$ cat src/rtl/min_width_driver.sv
// min_width_driver: output-side pulse shaper for single-bit levels.
// Registers a clean level request and guarantees every high phase lasts at
// least p_min_high cycles and every low phase at least p_min_low cycles.
// Optional feature macro: MIN_WIDTH_DRIVER_PULSE_LATCH_EN. When defined, a
// request pulse that starts and ends inside a hold window is remembered and
// emitted once the window ends, instead of being dropped.
module min_width_driver #(
    parameter int p_min_high = 5,
    parameter int p_min_low  = 5
) (
    input  logic i_clk,
    input  logic i_rst,
    input  logic i_in,
    output logic o_out,
    output logic o_busy
);

    localparam int lp_max = (p_min_high > p_min_low) ? p_min_high : p_min_low;
    localparam int lp_cw  = $clog2(lp_max + 1);
    localparam logic [lp_cw-1:0] lp_high = lp_cw'(p_min_high);
    localparam logic [lp_cw-1:0] lp_low  = lp_cw'(p_min_low);
    localparam logic [lp_cw-1:0] lp_one  = lp_cw'(1);

    typedef enum logic [2:0] {
        ST_START     = 3'd0,
        ST_LOW       = 3'd1,
        ST_HOLD_LOW  = 3'd2,
        ST_HIGH      = 3'd3,
        ST_HOLD_HIGH = 3'd4
    } state_t;

    state_t           r_state;
    state_t           w_stateNext;
    logic [lp_cw-1:0] r_count;
    logic [lp_cw-1:0] w_countNext;
    logic             w_expHigh;
    logic             w_expLow;
    logic             w_reqHigh;
    logic             w_reqLow;

    assign w_expHigh = (r_state == ST_HOLD_HIGH) && (r_count == lp_high);
    assign w_expLow  = (r_state == ST_HOLD_LOW) && (r_count == lp_low);

`ifdef MIN_WIDTH_DRIVER_PULSE_LATCH_EN
    logic r_pendHi;
    logic r_pendLo;
    logic w_pendHiNext;
    logic w_pendLoNext;

    // Remember opposite-level requests seen during a hold; every expiry clears both.
    always_comb begin
        w_pendHiNext = r_pendHi;
        w_pendLoNext = r_pendLo;
        if ((r_state == ST_HOLD_LOW) && i_in) begin
            w_pendHiNext = 1'b1;
        end
        if ((r_state == ST_HOLD_HIGH) && !i_in) begin
            w_pendLoNext = 1'b1;
        end
        if (w_expHigh || w_expLow) begin
            w_pendHiNext = 1'b0;
            w_pendLoNext = 1'b0;
        end
    end

    // Pending flag registers, discarded on reset.
    always_ff @(posedge i_clk) begin
        if (i_rst) begin
            r_pendHi <= 1'b0;
            r_pendLo <= 1'b0;
        end else begin
            r_pendHi <= w_pendHiNext;
            r_pendLo <= w_pendLoNext;
        end
    end

    assign w_reqHigh = i_in | r_pendHi;
    assign w_reqLow  = ~i_in | r_pendLo;
`else
    assign w_reqHigh = i_in;
    assign w_reqLow  = ~i_in;
`endif

    // Next-state and hold counter: each hold runs count 1..p_min, then decides.
    always_comb begin
        w_stateNext = r_state;
        w_countNext = r_count;
        case (r_state)
            ST_START: begin
                w_stateNext = i_in ? ST_HIGH : ST_LOW;
            end
            ST_LOW: begin
                if (i_in) begin
                    w_stateNext = ST_HOLD_HIGH;
                    w_countNext = lp_one;
                end
            end
            ST_HIGH: begin
                if (!i_in) begin
                    w_stateNext = ST_HOLD_LOW;
                    w_countNext = lp_one;
                end
            end
            ST_HOLD_HIGH: begin
                if (w_expHigh) begin
                    if (w_reqLow) begin
                        w_stateNext = ST_HOLD_LOW;
                        w_countNext = lp_one;
                    end else begin
                        w_stateNext = ST_HIGH;
                    end
                end else begin
                    w_countNext = r_count + lp_one;
                end
            end
            ST_HOLD_LOW: begin
                if (w_expLow) begin
                    if (w_reqHigh) begin
                        w_stateNext = ST_HOLD_HIGH;
                        w_countNext = lp_one;
                    end else begin
                        w_stateNext = ST_LOW;
                    end
                end else begin
                    w_countNext = r_count + lp_one;
                end
            end
            default: begin
                w_stateNext = ST_START;
                w_countNext = '0;
            end
        endcase
    end

    // State and counter registers with synchronous reset back to START.
    always_ff @(posedge i_clk) begin
        if (i_rst) begin
            r_state <= ST_START;
            r_count <= '0;
        end else begin
            r_state <= w_stateNext;
            r_count <= w_countNext;
        end
    end

    assign o_out  = (r_state == ST_HIGH) || (r_state == ST_HOLD_HIGH);
    assign o_busy = (r_state == ST_HOLD_HIGH) || (r_state == ST_HOLD_LOW);

endmodule

$ cat config.mk
export PLATFORM = sky130hd
export DESIGN_NAME = min_width_driver
export DESIGN_NICKNAME = d
export VERILOG_FILES = /design/src/rtl/min_width_driver.sv
export SDC_FILE = /design/constraint.sdc
export NUM_CORES = 1
export LEC_CHECK = 0
export CORE_AREA = 10 10 47 49
export DETAILED_ROUTE_END_ITERATION = 8
export DIE_AREA = 0 0 57 59
export GPL_TIMING_DRIVEN = 0
export MAX_ROUTING_LAYER = met4
export PLACE_DENSITY = 0.65
export SKIP_CTS_REPAIR_TIMING = 1
export SLEW_MARGIN = 20
export SYNTH_ARGS = -nofsm -noshare
export SYNTH_HDL_FRONTEND = slang
export SYNTH_SLANG_ARGS = --single-unit
$ cat constraint.sdc
create_clock -name i_clk -period 1.5 [get_ports i_clk]
set_input_delay 0.3 -clock i_clk [delete_from_list [all_inputs] [get_ports i_clk]]
set_output_delay 0.3 -clock i_clk [all_outputs]
set_load 0.05 [all_outputs]
Yosys cells after proc, flatten, opt, wreduce, memory -nomap -nowiden
Index checks and enable logic that the tools add are counted.

operators by class
  reduce and logical (&&, ||, !) cells = 6
  mux-type cells = 13
  add/sub/neg operators = 1
  equal/unequal tests = 9

operators by type and width
  kind                   number
  $pmux W3 S5            2
  $mux W3                9
  $ne A2 B2 Y1 const B   4
  $eq A3 B2 Y1 const B   2
  $eq A3 B3 Y1 const B   2
  $reduce_and A4 Y1      1
  $add A3 B1 Y3 const B  1
  $eq A3 B1 Y1 const B   1
  $logic_not A3 Y1       1
  $logic_and A1 B1 Y1    2
  $logic_or A1 B1 Y1     2
  $mux W2                1
  $mux W1                1

word-level totals
  bits in registers = 6
  output and inout port bits = 2
  word-level logic and storage cells = 31
  bits of input ports = 3

Logic depth before layout (Yosys ltp)
Gate-level depths: netlist (run 1).

  word-level depth = 4
  depth in mapped cells = 6
  depth with buffers taken out = 6

Worst setup path before layout (run 1)
Ideal clock, no wire load.

  path kind = reg2out
  start point = register r_state[0]
  end point = output port o_out
  required time = 1,200 ps
  setup slack = -413 ps
  arrival = 1,613 ps
  path buffers = 1
  stages on the path, launching flop included = 4
  cells stage by stage = dfxtp_1 > buf_4 > inv_2 > o21ai_0

on the way
  longest elaborated chain between the ends = 2
  elaborated cells on any way between the ends = 3
  those cells by class = eq/ne (2); reduce/logical (1)

ends and longest elaborated chain
  item                                                 RTL line  text
  start, declared                                      32        state_t r_state;
  start signal, assigned                               141       r_state <= w_stateNext;
  $eq A3 B2 Y1 / $eq A3 B3 Y1 (equally long branches)  146       assign o_out = (r_state == ST_HIGH) || (r_state == ST_HOLD_HIGH);
  $logic_or A1 B1 Y1 (*)                               146
  end, declared                                        14        output logic o_out,

Every way passes the cells marked *; elsewhere a longest branch is shown, timed or not.

Worst setup path after layout (run 1)
Ends and elaborated chain as after synthesis.

==> run_results.csv, run 1 <==
group,metric,value,unit
worst_setup_path,r2r-start,"r_count[0]",
placement,gp_congestion,0.8439,
routing,drc,0,
finish,final_cell_mix,"7 x nand2_1, 6 x nor2_1",
clock_network,cts_buffers,3,
die,fp.dieH,59,um
logic_synthesis,ys_seq_area_share,25.20,%
timing,post-route-period-util,95.64,%
clock_network,htree_num_levels,1,
clock_network,clkTransAtPathRegs,40,ps
logic_synthesis,synth-async-reset-ratio,0,%
clock_network,cts-root-buf,"clkbuf_4",
die,start_util,34.02,%
die,rows,14,
logic_synthesis,syn_inst,59,
logic_synthesis,yosysTopAreaCell,"dfxtp_1",
routing,via_per_inst,5.561,
worst_setup_path,crit_fanout,10,
pwr,ir_drop,0.0006067,V
routing,postRouteAntennaNets,0,
pwr,finalPower,622.3,uW
worst_setup_path,cp-startpoint,"r_state[0]",
die,design.core.area,1401,sq um
logic_synthesis,synth_cell_type_count,32,
die,ioPinCount,5,
clock_network,cts.sink_count,6,
logic_synthesis,synth-edff-count,0,
hold_path,hold_class,"register to register",
finish,syn_to_final_growth,22.05,%
timing,hold_violations,0,
finish,layout.cells.most_common,"nand2_1",
worst_setup_path,ff2ff_path_depth,5,
logic_synthesis,ys_warn_count,0,
routing,num_vias,456,
worst_setup_path,critical_path.startpoint_type,"register",
hold_path,hold_path_depth,2,
worst_setup_path,cp.arrival,1130,ps
worst_setup_path,critical_path.cell_chain,"buf_6 -> nor2_4 -> nand2_1 -> o21ai_2 -> buf_6",
routing,first_pass_iters,4,
grt,antenna_found_initial,0,
grt,grt_use_total,7.805,%
timing,setup_viol,0,
logic_synthesis,synth_top_area_share,25.20,%
worst_setup_path,rrSetupSlack,70,ps
placement,hpwl,791.5,um
pwr,p_leak,0.2227,nW
timing,rsz0062_at_grt,"yes",
timing,period_needed,1435,ps
timing,clock_skew,14.42,ps
grt,grt_pass1_wl,1973,um
job,drv_cap,0,
clock_network,cts_tree,"built",
timing,fmax,697.1,MHz
finish,diodes,0,
grt,grt.overflow.total,0,
die,dieWidth,57,um
finish,drive_above_1_share,31.82,%
logic_synthesis,synth_area_per_cell,8.080,sq um
worst_setup_path,worst-setup-path-type,"register to output pin",
logic_synthesis,synth_fp_nets,64,
status,status,"completed",
worst_setup_path,crit_path_max_incr_delay,320,ps
finish,finalNetCount,73,
worst_setup_path,crit_path_end,"o_out",
finish,instances_no_fill,82,
routing,drt_iter0_markers,6,
routing,routedWlPerCell,13.38,um
placement,portBuffers,4,
pwr,p_per_area,1070,nW/um^2
placement,dp_slack,-418.4,ps
logic_synthesis,synthTopCellsByArea,"dfxtp_1 25%, nand2_1 5.5%, nor2_1 5.5%, ha_1 5.2%, nand2b_1 5.2%",
worst_setup_path,r2r-end,"r_count[1]",
logic_synthesis,syn_area,476.7,sq um
worst_setup_path,crit_path_end_kind,"output pin",
timing,slew_headroom,79.63,%
timing,fin_ws,65.44,ps
die,dieArea,3363,sq um
timing,final_max_slew_viol_count,0,
timing,worst_slew_pin_slew,304.6,ps
clock_network,clock_latency,260,ps
worst_setup_path,cp_data_required_time,1200,ps
logic_synthesis,synth_seq_cells,6,
timing,holdWs,509.4,ps
routing,drt_wl_total,1097,um
worst_setup_path,crit_top_cell,"buf_6",
grt,grt_max_degree,11,
grt,first_global_vias,404,
logic_synthesis,synth_flop_cell,"dfxtp_1",
clock_network,clock_path_buffers,2,
worst_setup_path,crit_slowest_cell,"dfxtp_1",
placement,dp_cells,79,
==> how the worst min path moves through the flow <==
stage	from	to	slack, ps
floorplan	i_rst	r_state[1]	370
global placement	r_count[1]	r_count[1]	500
detailed placement	r_count[1]	r_count[1]	510
CTS	r_count[1]	r_count[1]	520
global route	r_count[1]	r_count[1]	530
finish	r_count[1]	r_count[1]	510
==> metrics by stage <==
stage                     utilization [%]  TNS (ps)  area, sq um
final                               41.52         0        581.8
after global routing                41.52    -21.03        581.8
after CTS                           40.18     -1267        563.0
after detailed placement            38.57    -945.7        540.5
after global placement              38.57    -911.4        540.5
after floorplan                         -         0        480.5
==> cell families after synthesis <==
| kind of cell | count (synthesis) | share of synthesized area, % |
|---|---|---|
| AND/OR/NAND/NOR | 24 | 26.51 |
| AO/OA/AOI/OAI | 20 | 31.76 |
| flip-flops | 6 | 25.20 |
| buffers and inverters | 5 | 7.086 |
| adder cells (fa/ha/maj) | 2 | 5.249 |
| XOR/XNOR | 1 | 1.838 |
| multiplexers | 1 | 2.362 |
==> state kept, by name (all words and copies together), names as in the netlist <==
signal   flops
r_count      3
r_state      3
==> power breakdown <==
group | leakage [nW] | internal (mW) | switching (mW)
Clock | 0.0138 | 0.0915 | 0.0721
Combinational | 0.159 | 0.112 | 0.145
Sequential | 0.0501 | 0.181 | 0.0204
Total | 0.223 | 0.385 | 0.237
==> layer usage <==
metal  global-route usage, %  wire [um]  part of all wire [%]  vias to the layer above
li1                        -          -                     -                      230
met1                   9.338        493                    45                      211
met2                   10.08        497                    45                       11
met3                   4.292         80                   7.3                        4
met4                   4.027         26                   2.4                        0
met5                       -          0                     0                        -
==> cells in the mapped netlist (2+ instances only) <==
library cell  n
nand2b_1      4
o21ai_0       4
nor2_1        7
ha_1          2
dfxtp_1       6
a21oi_2       2
nand2_1       7
a21oi_1       2
o21ai_1       2
==> cell type report <==
| type | count | area [sq um] |
|---|---|---|
| tap | 16 | 20.02 |
| timing repair buffer | 4 | 42.54 |
| inverter | 2 | 7.507 |
| multi-input combinational | 48 | 336.6 |
| buffer | 3 | 30.03 |
| fill | 160 | 819.5 |
| clock buffer | 3 | 22.52 |
| sequential | 6 | 122.6 |
==> worst max-delay path: cells and delay by family, from the launching register on <==
kind | cells | cell delay (ps)
DFF | 1 | 320
buffers and inverters | 2 | 310
and+or+nand+nor | 2 | 190
AOI/OAI and AO/OA | 1 | 60
No activity file was read; power rests on OpenSTA's default activity.
==> run 2, diff against run 1 <==
--- a/config.mk
+++ b/config.mk
@@ -10,7 +10,7 @@
 export DIE_AREA = 0 0 57 59
 export GPL_TIMING_DRIVEN = 0
 export MAX_ROUTING_LAYER = met4
-export PLACE_DENSITY = 0.65
+export PLACE_DENSITY = 0.59
 export SKIP_CTS_REPAIR_TIMING = 1
 export SLEW_MARGIN = 20
 export SYNTH_ARGS = -nofsm -noshare
==> run 2 against run 1 <==
Combinational power increased by 3%. Die area is the same. Fmax hardly changed. Critical path depth down 2.
==> run_results.csv, run 2 (same netlist as run 1, synthesis figures left out) <==
group,metric,value,unit
status,status,"completed",
placement,dp_cells,79,
routing,via_per_inst,5.361,
clock_network,cts_buffers,3,
placement,gp_congestion,0.8594,
grt,grt.overflow.total,0,
clock_network,cts_tree,"built",
worst_setup_path,critPathBufInv,1,
clock_network,cts-root-buf,"clkbuf_4",
finish,layout.cells.most_common,"nand2_1",
die,dieWidth,57,um
clock_network,clock_latency,250,ps
clock_network,cts.sink_count,6,
worst_setup_path,cp_data_required_time,1200,ps
worst_setup_path,r2r-start,"r_count[0]",
worst_setup_path,crit_path_end_kind,"output pin",
worst_setup_path,crit_fanout,3,
routing,drt_iter0_markers,7,
worst_setup_path,ff2ff_path_depth,5,
timing,hold_violations,0,
worst_setup_path,r2r-end,"r_count[1]",
routing,first_pass_iters,4,
finish,drive_above_1_share,34.33,%
worst_setup_path,cp.arrival,1130,ps
finish,final_cell_mix,"7 x nand2_1, 6 x nor2_1, 4 x buf_6, 4 x dfxtp_1",
finish,fillers,141,
clock_network,htree_num_levels,1,
timing,worst_slew_pin_slew,276.7,ps
routing,postRouteAntennaNets,0,
timing,setup_viol,0,
die,start_util,34.02,%
timing,period_needed,1435,ps
clock_network,clock_path_buffers,2,
hold_path,hold_class,"register to register",
worst_setup_path,critical_path.cell_chain,"nand2b_1 -> a21oi_2 -> buf_6",
finish,instances_no_fill,83,
job,drv_cap,0,
timing,rsz0062_at_grt,"yes",
placement,portBuffers,4,
grt,grt_pass1_wl,1828,um
routing,drt_wl_total,1033,um
die,design.core.area,1401,sq um
grt,grt_use_total,7.184,%
placement,dpl_cell_area,540.5,sq um
hold_path,holdPathEnd,"r_count[1]",
worst_setup_path,crit_path_max_incr_delay,330,ps
routing,routedWlPerCell,12.45,um
timing,post-route-period-util,95.66,%
die,ioPinCount,5,
grt,grt_max_degree,11,
routing,drc,0,
timing,slew_headroom,81.31,%
timing,clock_skew,9.133,ps
hold_path,holdCritStartpoint,"r_count[1]",
die,rows,14,
worst_setup_path,worst-setup-path-type,"register to output pin",
placement,hpwl,794.4,um
grt,first_global_vias,434,
worst_setup_path,cp_top_family,"flip-flops",
hold_path,hold_path_depth,2,
die,dieArea,3363,sq um
pwr,p_leak,0.2314,nW
finish,finish.utilization,42.59,%
pwr,p_per_area,1041,nW/um^2
worst_setup_path,crit_slowest_cell,"dfxtp_1",
clock_network,clkTransAtPathRegs,50,ps
die,fp.dieH,59,um
finish,syn_to_final_growth,25.20,%
finish,stdcell_area,596.8,sq um
pwr,ir_drop,0.0005722,V
finish,finalNetCount,74,
timing,final_max_slew_viol_count,0,
timing,fmax,696.9,MHz
grt,antenna_found_initial,0,
finish,reg_top3,"r_count x3, r_state x3",
routing,num_vias,445,
worst_setup_path,rrSetupSlack,100,ps
finish,diodes,0,
worst_setup_path,critical_path.startpoint_type,"register",
[run 2: cell types whose count changed in the layout (fill, tap and decap cells not counted), sizes merged]
cell | before | now
buf | 4 | 6
clkbuf | 4 | 3
[run 2: final cells by class]
class | instances | area [sq um] | area share [%]
multi-input cells | 48 | 344.1 | 57.65
flip-flops and latches | 6 | 122.6 | 20.55
repair buffers | 5 | 50.05 | 8.386
plain buffers | 3 | 30.03 | 5.031
clock buffers | 3 | 22.52 | 3.774
well taps | 16 | 20.02 | 3.354
inverters | 2 | 7.507 | 1.258
[run 2: per-layer routing]
layer	GRT usage, %	up-vias	wire length (um)
li1	-	228	-
met3	2.575	5	37
met4	7.047	0	44
met1	6.974	204	472
met2	10.85	8	479
met5	-	-	0
[run 2: how the worst max path moves through the flow]
stage | end | slack (ps) | cells after the start | start
3_3_place_gp | o_out | -410 | 5 | r_state[0]
3_5_place_dp | o_out | -400 | 5 | r_state[0]
5_1_grt | o_busy | -2 | 3 | r_state[2]
4_1_cts | o_out | -670 | 5 | r_state[0]
2_1_floorplan | r_count[2] | 20 | 4 | r_state[1]
6_report | o_busy | 70 | 3 | r_state[2]
[run 2: worst reg2reg max path: stages (launching register included)]
cell     delay, ps
dfxtp_2        340
ha_1           240
and2_4         190
a22o_1         210
a22oi_2        190
o32ai_2        110
[run 2: per-stage QoR]
stage	setup WS, ps	setup TNS [ps]	hold WS, ps	power [mW]
after detailed placement	-404.3	-877.3	512.1	0.4422
after CTS	-673.9	-1237	521.8	0.6037
after global routing	-2.227	-2.227	554.4	0.6683
after global placement	-413.4	-915.0	504.3	0.4444
final	65.10	0	504.9	0.6210
after floorplan	22.97	0	369.1	0.3864
[run 2: power breakdown]
part | internal [mW] | switching (mW) | total, mW
registers | 0.181 | 0.0214 | 0.203
logic | 0.121 | 0.144 | 0.265
clock network | 0.0908 | 0.0626 | 0.153
==> run 3, diff against run 2 <==
--- a/config.mk
+++ b/config.mk
@@ -8,6 +8,7 @@
 export CORE_AREA = 10 10 47 49
 export DETAILED_ROUTE_END_ITERATION = 8
 export DIE_AREA = 0 0 57 59
+export GPL_ROUTABILITY_DRIVEN = 0
 export GPL_TIMING_DRIVEN = 0
 export MAX_ROUTING_LAYER = met4
 export PLACE_DENSITY = 0.59
==> results of run 3 <==
Same layout as run 2: the final DEF is identical, and so are final timing and power.
